==> src/rtl/prince_ctrl_pkg.sv <==
// Shared types and constants for the masked PRINCE round controllers.
package prince_ctrl_pkg;

   // Controller sequencing states
   typedef enum logic [1:0] {
      ST_IDLE = 2'd0,
      ST_LOAD = 2'd1,
      ST_RUN  = 2'd2,
      ST_DONE = 2'd3
   } ctrl_state_e;

   // Direction phase presented to the constant / linear-layer logic
   localparam logic [1:0] PH_FWD = 2'b00;
   localparam logic [1:0] PH_MID = 2'b01;
   localparam logic [1:0] PH_BWD = 2'b10;

   // Default geometry: 11 S-box layers, 2 register stages per layer
   localparam int DEF_NUM_ROUNDS = 11;
   localparam int DEF_STAGES     = 2;

   // Forward rounds come before the middle layer, backward rounds after it
   function automatic logic [1:0] round_phase_f(input int unsigned r,
                                                input int unsigned num_rounds);
      if (r < num_rounds / 2)
         return PH_FWD;
      else if (r == num_rounds / 2)
         return PH_MID;
      else
         return PH_BWD;
   endfunction

endpackage

==> src/rtl/prince_round_ctrl_counter.sv <==
// Nested stage / round counter: stage counts modulo STAGES and carries into
// the round counter, which counts modulo NUM_ROUNDS. Shared with the
// decryption controller.
module stage_round_counter #(
   parameter int STAGES     = 2,
   parameter int NUM_ROUNDS = 11,
   parameter int S_W        = 1,
   parameter int R_W        = 4
) (
   input  logic           clk,
   input  logic           rst,
   input  logic           clr_i,
   input  logic           adv_i,
   output logic [S_W-1:0] stage_o,
   output logic [R_W-1:0] round_o,
   output logic           last_o
);

   logic [S_W-1:0] stage_q, stage_d;
   logic [R_W-1:0] round_q, round_d;
   logic           stage_last;
   logic           round_last;

   assign stage_last = (stage_q == S_W'(STAGES - 1));
   assign round_last = (round_q == R_W'(NUM_ROUNDS - 1));

   // Clear has priority; advance steps the stage and carries into the round
   always_comb begin
      stage_d = stage_q;
      round_d = round_q;
      if (clr_i) begin
         stage_d = '0;
         round_d = '0;
      end else if (adv_i) begin
         if (stage_last) begin
            stage_d = '0;
            round_d = round_last ? '0 : round_q + R_W'(1);
         end else begin
            stage_d = stage_q + S_W'(1);
         end
      end
   end

   // Counter registers with synchronous reset
   always_ff @(posedge clk) begin
      if (rst) begin
         stage_q <= '0;
         round_q <= '0;
      end else begin
         stage_q <= stage_d;
         round_q <= round_d;
      end
   end

   assign stage_o = stage_q;
   assign round_o = round_q;
   assign last_o  = stage_last && round_last;

endmodule

==> src/rtl/prince_round_ctrl.sv <==
// Sequencing controller for the round-based masked PRINCE datapath.
// One block per handshake: a LOAD cycle enabling stage 0 from the external
// input, then RUN cycles walking the stage enables round by round, then DONE
// holding the result until the consumer takes it. All outputs decode from
// the state register and counters only.
module prince_round_ctrl
   import prince_ctrl_pkg::*;
#(
   parameter int NUM_ROUNDS = DEF_NUM_ROUNDS,
   parameter int STAGES     = DEF_STAGES,
   parameter int RIDX_W     = 4
) (
   input  logic              clk,
   input  logic              rst,
   input  logic              in_valid,
   output logic              in_ready,
   output logic              out_valid,
   input  logic              out_ready,
   output logic              load_sel,
   output logic [STAGES-1:0] stage_en,
   output logic [RIDX_W-1:0] round_idx,
   output logic [1:0]        round_phase,
   output logic              rnd_en,
   output logic              busy
);

   // A single-stage layer still needs a one-bit counter
   localparam int S_W = (STAGES > 1) ? $clog2(STAGES) : 1;

   ctrl_state_e       state_q, state_d;
   logic              cnt_clr;
   logic              cnt_adv;
   logic              cnt_last;
   logic [S_W-1:0]    stage_cnt;
   logic [RIDX_W-1:0] round_cnt;
   logic              en_active;

   stage_round_counter #(
      .STAGES     (STAGES),
      .NUM_ROUNDS (NUM_ROUNDS),
      .S_W        (S_W),
      .R_W        (RIDX_W)
   ) u_counter (
      .clk     (clk),
      .rst     (rst),
      .clr_i   (cnt_clr),
      .adv_i   (cnt_adv),
      .stage_o (stage_cnt),
      .round_o (round_cnt),
      .last_o  (cnt_last)
   );

   // State register; reset aborts any block in flight
   always_ff @(posedge clk) begin
      if (rst)
         state_q <= ST_IDLE;
      else
         state_q <= state_d;
   end

   // Next-state and counter control. LOAD counts as the first enabled cycle
   // (stage 0 of round 0), so the counter advances in both LOAD and RUN.
   always_comb begin
      state_d = state_q;
      cnt_clr = 1'b0;
      cnt_adv = 1'b0;
      case (state_q)
         ST_IDLE: begin
            cnt_clr = 1'b1;
            if (in_valid)
               state_d = ST_LOAD;
         end
         ST_LOAD: begin
            cnt_adv = 1'b1;
            state_d = ST_RUN;
         end
         ST_RUN: begin
            cnt_adv = 1'b1;
            if (cnt_last)
               state_d = ST_DONE;
         end
         ST_DONE: begin
            if (out_ready)
               state_d = ST_IDLE;
         end
         default: state_d = ST_IDLE;
      endcase
   end

   assign en_active = (state_q == ST_LOAD) || (state_q == ST_RUN);

   // One-hot stage enable: exactly the bit matching the stage counter
   for (genvar gi = 0; gi < STAGES; gi++) begin : g_stage_en
      assign stage_en[gi] = en_active && (stage_cnt == S_W'(gi));
   end

   // Output decode; round index and phase are parked at zero when idle
   always_comb begin
      in_ready    = (state_q == ST_IDLE);
      out_valid   = (state_q == ST_DONE);
      load_sel    = (state_q == ST_LOAD);
      rnd_en      = en_active;
      busy        = en_active;
      round_idx   = '0;
      round_phase = PH_FWD;
      if (en_active) begin
         round_idx   = round_cnt;
         round_phase = round_phase_f(32'(round_cnt), NUM_ROUNDS);
      end
   end

endmodule

==> config.mk <==
export PLATFORM = sky130hd
export DESIGN_NAME = prince_round_ctrl
export DESIGN_NICKNAME = d
export VERILOG_FILES = /design/src/rtl/prince_ctrl_pkg.sv /design/src/rtl/prince_round_ctrl_counter.sv /design/src/rtl/prince_round_ctrl.sv
export SDC_FILE = /design/constraint.sdc
export NUM_CORES = 1
export LEC_CHECK = 0
export CAP_MARGIN = 20
export CORE_AREA = 5 5 42 44
export DETAILED_ROUTE_END_ITERATION = 7
export DIE_AREA = 0 0 47 49
export PLACE_DENSITY = 0.71
export SLEW_MARGIN = 20
export SYNTH_ARGS = -nofsm -noshare
export SYNTH_HDL_FRONTEND = slang
export SYNTH_SLANG_ARGS = --single-unit
==> constraint.sdc <==
create_clock -name clk -period 1.8 [get_ports clk]
set_input_delay 0.45 -clock clk [delete_from_list [all_inputs] [get_ports clk]]
set_output_delay 0.45 -clock clk [all_outputs]
set_load 0.03 [all_outputs]
Word-level counts from Yosys, hierarchy flattened
Index checks and enable logic that the tools add are counted.

Bitwise operators: 1. $lt $le $gt $ge: 1. Eq/ne operators: 8. Muxes and demuxes: 12. Reductions and logical operators: 9. Add/subtract/negate cells: 2.

Operators with widths (number): $mux W2 (6); $mux W4 (2); $pmux W2 S4 (1); $add A4 B1 Y4 const B (1); $eq A2 B2 Y1 const B (2); $eq A4 B3 Y1 const B (1); $eq A4 B4 Y1 const B (1); $lt A4 B3 Y1 const B (1); $ne A2 B2 Y1 const B (2); $reduce_or A2 Y1 (2); $logic_and A1 B1 Y1 (3); $mux W1 (3); $reduce_and A3 Y1 (1); $eq A2 B1 Y1 const B (1); $logic_not A2 Y1 (1); $ne A2 B1 Y1 const B (1); $reduce_and A2 Y1 (1); $add A1 B1 Y1 const B (1); $logic_or A1 B1 Y1 (1); $not A1 Y1 (1).

Bits in registers: 7. Word-level logic and storage cells: 36. Output and inout port bits: 13.

Longest topological paths before layout
Gate-level depths: netlist of run 1.

Word-level depth: 4. Gate-level depth with buffers: 7. Gate-level depth less buffers: 6.

Cells and area by module
A second synthesis of run 1 with hierarchy kept.

Cell total of the unflattened synthesis: 56. Area, all modules: 480.5 um2.

Modules (own cells, without submodules): prince_round_ctrl (area an instance 241.5 um2, instances 1, cells each 28, seq. area each 40.0 um2); stage_round_counter (area an instance 239.0 um2, instances 1, cells each 28, seq. area each 100.1 um2).

Worst setup path before layout of run 1
No wires, ideal clock.

Path type: reg-to-output. Start: register state_q[0]. End: output round_phase[0]. Buffers on the path: 1. Setup slack: -0.866 ns. Arrival: 2.216 ns. Required time: 1.350 ns. Cell stages (with the launch flop): 6. Cell sequence: dfxtp_1 inv_1 ha_1 buf_4 and2_1 nor3b_1.

Word-level cells in the longest chain between the ends: 3. Elaborated cells between the ends (all ways): 4. Those cells by class: 2 x eq/ne; 1 x mux; 1 x reduce/logical.

Ends and longest elaborated chain: from (decl) (RTL line prince_round_ctrl.sv:30) `ctrl_state_e state_q, state_d;`; from (signal assigned) (RTL line prince_round_ctrl.sv:58) `state_q <= state_d;`; $eq A2 B1 Y1 / $eq A2 B2 Y1 (equally long branches) (RTL line prince_round_ctrl.sv:90) `assign en_active = (state_q == ST_LOAD) || (state_q == ST_RUN);`; $logic_or A1 B1 Y1 * (RTL line prince_round_ctrl.sv:90); named net busy (RTL line prince_round_ctrl.sv:24) `output logic busy`; $mux W2 * (RTL line prince_round_ctrl.sv:106) `if (en_active) begin`; to (decl) (RTL line prince_round_ctrl.sv:22) `output logic [1:0] round_phase,`.

Mark *: on every way through the listed nets, which the timed path passes. The rest lies on a longest branch.

Final worst setup path of run 1
Start: register state_q[0]. End: output round_phase[0].

Word-level cells in the longest chain between the ends: 3. Elaborated cells between the ends (all ways): 4. Those cells by class: 2 x eq/ne; 1 x mux; 1 x reduce/logical.

Ends and longest elaborated chain (RTL line): $eq A2 B1 Y1 / $eq A2 B2 Y1 (equally long branches) (prince_round_ctrl.sv:90); $logic_or A1 B1 Y1 * (prince_round_ctrl.sv:90); $mux W2 * (prince_round_ctrl.sv:106).

Mark *: on every way between the ends. The rest lies on a longest branch, timed or not.

==> summary.txt, run 1 <==
Outcome
  – Status: finished with violations
  – Failing checks: negative setup slack

Detailed routing
  – Via Count: 486
  – DRC Markers: 0
  – Wire per inst: around 12 um
  – Vias/cell: 4.72
  – Detailed Route Iter0 Violations: 6
  – Final WL: around 1.2 mm
  – Antenna viol nets, final: 0
  – First-pass DRT Iterations: 4

Min path
  – Hold Path Class: reg2reg

Floorplanning
  – Number of I/O pins: 17
  – # rows: 14
  – Height of the die: between 40 and 50 um
  – Die width: ~47 um
  – Initial Util: 33.8%
  – Total core area: approximately 1400 um^2
  – Die Area: 2300 um^2

Place
  – PortBufs: 16
  – Place WS: 0.132 ns
  – Detailed placement HPWL: roughly 890 um
  – Placed instance area: around 660 um^2
  – Routability Congestion: ~0.75

Final layout
  – Area grow syn2layout: 64.4%
  – # diodes: 0
  – Share of layout cells above drive strength 1: between 40% and 50%
  – Final-layout fill cell count: between 100 and 150
  – Post-route cell area: 779 um^2
  – Multi-input gate area: ~330 um^2
  – # nets final: between 90 and 100
  – Area occupied by registers: around 140 um^2

GRT
  – Grt total ovfl: 0
  – Largest net degree at the start of global routing: 9
  – First-pass GRT wire length: 2.15 mm
  – GRT Overall Usage: about an eighth
  – Vias in the first global route: between 400 and 500
  – Antenna violations before repair: 0

Timing
  – Min cycle time layout: roughly 1.9 ns
  – Final Skew: approximately 0.0026 ns
  – Final setup viols: 2
  – Final period util: 104%
  – Slew @ Worst Pin: slightly above 0.3 ns
  – Final WS setup: -0.0782 ns
  – Fmax: roughly 0.53 GHz
  – RSZ-0062 raised after global routing: yes
  – Hold Vio Cnt, Final: 0
  – Rel. slew slack: around four fifths
  – Fin. max-slew vios: 0

Pwr
  – Power Density: around 1600 nW/um^2
  – Maximum vdd drop: approximately 0.0012 V
  – Logic pwr share: a little over 70%
  – Sequential share of power: 17.2%
  – Pint: ~0.00069 W
  – Clock share of power: about an eighth
  – Switching share of power: 44.8%
  – Net load switching power: between 0.0005 and 0.0006 W
  – Leak pwr: 0.356 nW

Yosys
  – Async SR Flop Fraction: 0%
  – XOR/XNOR Fraction of Synth Area: under 10%
  – Simple-Gate Fraction of Synth Area: just under 30%
  – Mapped Cells: 59
  – Synth Cell Area: ~470 um^2
  – Post-synthesis mux area share: 2.11%
  – Number of synthesized flops with an enable pin: 0
  – Post-Synth Adder-Cell Area: a little over a tenth
  – Area fraction in compound gates after synthesis: between 10% and 20%
  – YS warnings: 0
  – Register bit total from synthesis: 7
  – Count of cell types in the netlist: 26
  – Register area share after synthesis: roughly 30%
  – Synthesized Nets: 67
  – Synth Flop Type: dfxtp_1
  – Main combinational cell family by area after synthesis: simple AND/OR/NAND/NOR gates
  – Syn avg cell area: between 8 and 9 um^2

Run
  – Max Cap Violations: 0

Clock tree
  – TritonCTS clock tree: built
  – Clock latency on the worst-skew pair: around 0.26 ns
  – Clock sinks: 7
  – H-tree depth: 1
  – CTS Root Cell: clkbuf_4
  – Longest Clk Path Bufs: 2
  – Clock Pin Slew Worst Setup and Hold Paths: approximately 0.06 ns
  – CTS Buf Count: 3

Setup path
  – Worst EP arrival: between 1 and 1.5 ns
  – Slowest Stage Delay on Critical Path: 0.34 ns
  – Crit. End Element: primary output
  – Worst path slowest cell: dfxtp_2
  – Critical path fanouts, max: 5
  – CP cell instances: inv_2 -> ha_4 -> and2_4 -> nor3b_4 -> buf_6
  – CP Class: reg2out
  – CP required: 1.35 ns
  – Worst setup SP type: register
  – Worst path bufs/invs: 2
  – Cell family with most CP delay: flip-flops
## worst paths after layout
check,from,endpoint,slack (ns),cells past startpoint
setup / recovery,state_q[0],round_phase[0],-0.08,5
setup reg to reg,state_q[0],state_q[1],0.23,7
hold / removal,u_counter.round_o[2],u_counter.round_o[3],0.52,2
hold reg to reg,u_counter.round_o[2],u_counter.round_o[3],0.52,2
## area by class of cell
class / count / share of cell area (%)
Multi-Input combinational cell: 44 / 42.5
Tap cell: 16 / 2.57
Sequential cell: 7 / 18.3
Clock buffer: 4 / 3.37
Timing Repair Buffer: 26 / 30.3
Inverter: 6 / 2.89
## synth_stat cells (2+ instances only)
cell | number | area [um^2]
dfxtp_1 | 7 | 140
a21oi_1 | 5 | 25.0
inv_1 | 5 | 18.8
nand2b_1 | 5 | 31.3
nor2_1 | 5 | 18.8
and2_1 | 4 | 25.0
ha_1 | 4 | 50.1
o21ai_0 | 3 | 15.0
buf_4 | 2 | 15.0
nor3b_1 | 2 | 15.0
xnor2_1 | 2 | 17.5
## per-stage QoR
stage | setup TNS (ns) | power (W) | utilization (%) | hold slack [ns] | std cells
after detailed placement | 0 | 0.000951 | 47.1 | 0.493 | 91
after global placement | 0 | 0.000936 | 47.1 | 0.495 | 91
final | -0.114 | 0.00126 | 55.6 | 0.518 | 103
after floorplan | -0.0685 | 0.000795 | - | 0.469 | 59
after global routing | -0.342 | 0.00135 | 55.6 | 0.574 | 103
after CTS | -0.281 | 0.00112 | 50.8 | 0.515 | 98
## worst min-delay path: stages, from the launching register on
cell and delay [ns]:
dfxtp_1 0.34, nand2_1 0.07, a21oi_1 0.06
## registers in the layout (all words and copies together) (netlist names)
name               cells
u_counter.round_o      4
state_q                2
u_counter.stage_o      1
## power groups by stage
stage	registers [W]	logic [W]	clock network (W)
global route	0.000221	0.000965	0.000161
detailed placement	0.000227	0.000724	0
floorplan	0.000220	0.000575	0
CTS	0.000213	0.000757	0.000153
global placement	0.000225	0.000711	0
finish	0.000216	0.000891	0.000150
## cell usage in the layout (no fill, tap or decap), drive strengths merged
| cell | Yosys | final |
|---|---|---|
| nand3 | 1 | 1 |
| a211oi | 1 | 1 |
| nand2 | 2 | 2 |
| mux2i | 1 | 1 |
| buf | 2 | 20 |
| a21oi | 5 | 5 |
| dfxtp | 7 | 7 |
| and2 | 4 | 4 |
| clkdlybuf4s50 | 0 | 3 |
| nand4 | 1 | 1 |
| a21boi | 1 | 1 |
| o21a | 1 | 1 |
| o21ai | 4 | 4 |
| nand2b | 5 | 5 |
| and2b | 1 | 1 |
| inv | 6 | 6 |
| a21o | 1 | 1 |
| dlygate4sd2 | 0 | 3 |
| or2 | 1 | 1 |
| nand3b | 1 | 1 |
| or3 | 1 | 1 |
| nor3b | 2 | 2 |
| nor2 | 5 | 5 |
| ha | 4 | 4 |
| xnor2 | 2 | 2 |
| clkbuf | 0 | 4 |
## per-layer routing
| layer | global-route usage (%) | wire [um] | up-vias |
|---|---|---|---|
| li1 | - | - | 250 |
| met1 | 15.8 | 525 | 217 |
| met2 | 18.6 | 626 | 17 |
| met3 | 6.27 | 76 | 2 |
| met4 | 5.53 | 11 | 0 |
| met5 | 0 | 0 | - |
## cell families (layout without fill, tap and decap cells)
| family | count (synthesis) | count (layout) |
|---|---|---|
| and+or+nand+nor | 24 | 24 |
| AOI/OAI and AO/OA | 13 | 13 |
| buffers and inverters | 8 | 36 |
| DFF | 7 | 7 |
| adders and majority gates | 4 | 4 |
| xor gates and xnor gates | 2 | 2 |
| muxes | 1 | 1 |
## what timing repair did
action,in CTS,in global routing
buffers inserted,3,5
gates resized for setup,5,9
setup endpoints to repair,9,6
hold buffers,0,0
pin swaps,1,1
Note: power is estimated with default switching activity, not from simulation.
==> run 2: changes to the inputs <==
- CELL_PAD_IN_SITES_DETAIL_PLACEMENT: not set -> 1
- CELL_PAD_IN_SITES_GLOBAL_PLACEMENT: not set -> 2
- CORE_AREA: 5 5 42 44 -> not set
- CORE_MARGIN: not set -> 5
- CORE_UTILIZATION: not set -> 23
- DIE_AREA: 0 0 47 49 -> not set
- HOLD_SLACK_MARGIN: not set -> 0.05
- PLACE_DENSITY: 0.71 -> 0.8
==> run 2 against run 1 <==
Against the previous run:
- the flow still finishes with violations (negative setup slack)
- routed wire length up 3.2%
- sequential share of layout area up 0.32 points
- global-route usage down 3.4 points
- worst hold slack worse by 0.0074 ns
- fmax up 1.7%
- final area unchanged
- critical path type unchanged
==> summary.txt, run 2 (synthesis results as in run 1) <==
Setup path
  – Worst EP arrival: about 1.4 ns
  – CP Class: reg2out
  – Worst-case reg-to-reg path depth: 7
  – CP required: about 1.4 ns
  – Worst path slowest cell: dfxtp_4
  – CP cell instances: inv_4 -> ha_4 -> and2_4 -> nor3b_4 -> buf_6
  – Levels on crit path: 5
  – Slowest Stage Delay on Critical Path: roughly 0.35 ns
  – Critical path fanouts, max: 4
  – Crit. End Element: primary output
  – Worst path bufs/invs: 2
  – Cell family with most CP delay: flip-flops
  – Worst setup SP type: register

Clock tree
  – Cts hold-fix bufs: 0
  – H-tree depth: 1
  – CTS Buf Count: 3
  – Clock latency on the worst-skew pair: around 0.25 ns
  – TritonCTS clock tree: built
  – Clock Pin Slew Worst Setup and Hold Paths: 0.06 ns
  – Clock sinks: 7
  – CTS Root Cell: clkbuf_4
  – Longest Clk Path Bufs: 2

Place
  – Detailed placement HPWL: between 1 and 1.5 mm
  – PortBufs: 16
  – Inst Count DP: 102
  – Routability Congestion: approximately 0.73

Pwr
  – Pint: 0.000642 W
  – Sequential share of power: 18.8%
  – Maximum vdd drop: 0.00121 V
  – Switching share of power: a little under half
  – Clock share of power: 11.9%
  – Logic pwr share: around 70%
  – Power Density: roughly 1500 nW/um^2
  – Leak pwr: between 0.3 and 0.4 nW
  – Net load switching power: between 0.0005 and 0.0006 W

Timing
  – Final period util: 103%
  – Fmax: roughly 0.54 GHz
  – Setup TNS: -0.0492 ns
  – Fin. max-slew vios: 0
  – Final WS setup: -0.0476 ns
  – Slew @ Worst Pin: ~0.30 ns
  – Final Skew: roughly 0.0064 ns
  – RSZ-0062 raised after global routing: yes
  – Rel. slew slack: between 80 and 90%
  – Hold Vio Cnt, Final: 0
  – Final setup viols: 2
  – Min cycle time layout: around 1.8 ns

Floorplanning
  – Number of I/O pins: 17
  – # rows: 16
  – Die Area: ~3100 um^2
  – Height of the die: approximately 55 um
  – Die width: ~55 um
  – Initial Util: 24.2%
  – Total core area: between 1500 and 2000 um^2

Outcome
  – Failing checks: negative setup slack
  – Status: finished with violations

Detailed routing
  – First-pass DRT Iterations: 3
  – Detailed Route Iter0 Violations: 1
  – Wire per inst: roughly 11 um
  – Vias/cell: between 4 and 5
  – DRC Markers: 0
  – Via Count: around 480
  – Final WL: ~1.3 mm
  – Antenna viol nets, final: 0

Final layout
  – # diodes: 0
  – Share of layout cells above drive strength 1: between 40% and 50%
  – Max reg flops: 4
  – Commonest non-fill, non-tap cells in the layout: buf_4 (11), buf_6 (7)
  – Final-layout fill cell count: approximately 260
  – Leading cell type in the layout, fill and taps excluded: buf_4
  – Finished Layout Cells: 112
  – Area grow syn2layout: 64.4%
  – # nets final: 94

GRT
  – First-pass GRT wire length: about 2.3 mm
  – Grt total ovfl: 0
  – GRT Overall Usage: under 10%
  – Antenna violations before repair: 0
  – Largest net degree at the start of global routing: 9
  – Vias in the first global route: ~530

Min path
  – Hold Path Class: reg2reg
  – Hold-critical path depth: 2

Run
  – Max Cap Violations: 0
## run 2: repair_timing
| action | in CTS | in global routing |
|---|---|---|
| gates resized for setup | 14 | 2 |
| pin swaps | 2 | 1 |
| setup buffers | 5 | 1 |
| setup endpoints to repair | 9 | 8 |
## run 2: per-layer routing
metal | vias to the layer above | wire length [um] | track usage, % | part of all wire [%]
li1 | 245 | - | - | -
met2 | 16 | 614 | 15.5 | 48
met1 | 213 | 562 | 10.6 | 44
met4 | 0 | 14 | 5.21 | 1.1
met3 | 2 | 88 | 3.26 | 6.9
met5 | - | 0 | 0 | 0
## run 2: tightest hold or removal path: cells and delay by family, from the launching register on
kind	cells	cell delay [ns]
AOI/OAI and AO/OA	1	0.05
and+or+nand+nor	1	0.07
DFF	1	0.34
## run 2: final cells by class
class / instances / area, um^2 / share of cell area, %
clock buffers: 4 / 26.3 / 3.37
inverters: 6 / 25.0 / 3.21
multi-input cells: 44 / 330 / 42.4
well taps: 27 / 33.8 / 4.33
repair buffers: 24 / 219 / 28.1
flip-flops and latches: 7 / 145 / 18.6
## run 2: worst paths after layout
path                                              to            startpoint  slack (ns)
worst max register to register            state_q[1]            state_q[0]        0.24
worst min-delay path            u_counter.round_o[3]  u_counter.round_o[2]        0.51
worst min register to register  u_counter.round_o[3]  u_counter.round_o[2]        0.51
worst max-delay path                  round_phase[0]            state_q[0]       -0.05
## run 2: stage by stage
stage	util (%)	setup slack [ns]	cell area, um^2	hold slack [ns]	total power (W)
after floorplan	-	-0.0685	508	0.469	0.000795
after global placement	34.3	0.134	673	0.498	0.000951
after detailed placement	34.3	0.121	673	0.500	0.000961
after CTS	39.1	-0.0647	767	0.508	0.00119
after global routing	39.7	-0.125	779	0.551	0.00128
final	39.7	-0.0476	779	0.511	0.00118
## run 2: power groups by stage
stage	Sequential, W	Combinational [W]	Clock, W
finish	0.000222	0.000818	0.000141
global route	0.000229	0.000897	0.000153
CTS	0.000222	0.000820	0.000148
detailed placement	0.000230	0.000731	0
global placement	0.000226	0.000725	0
floorplan	0.000220	0.000575	0
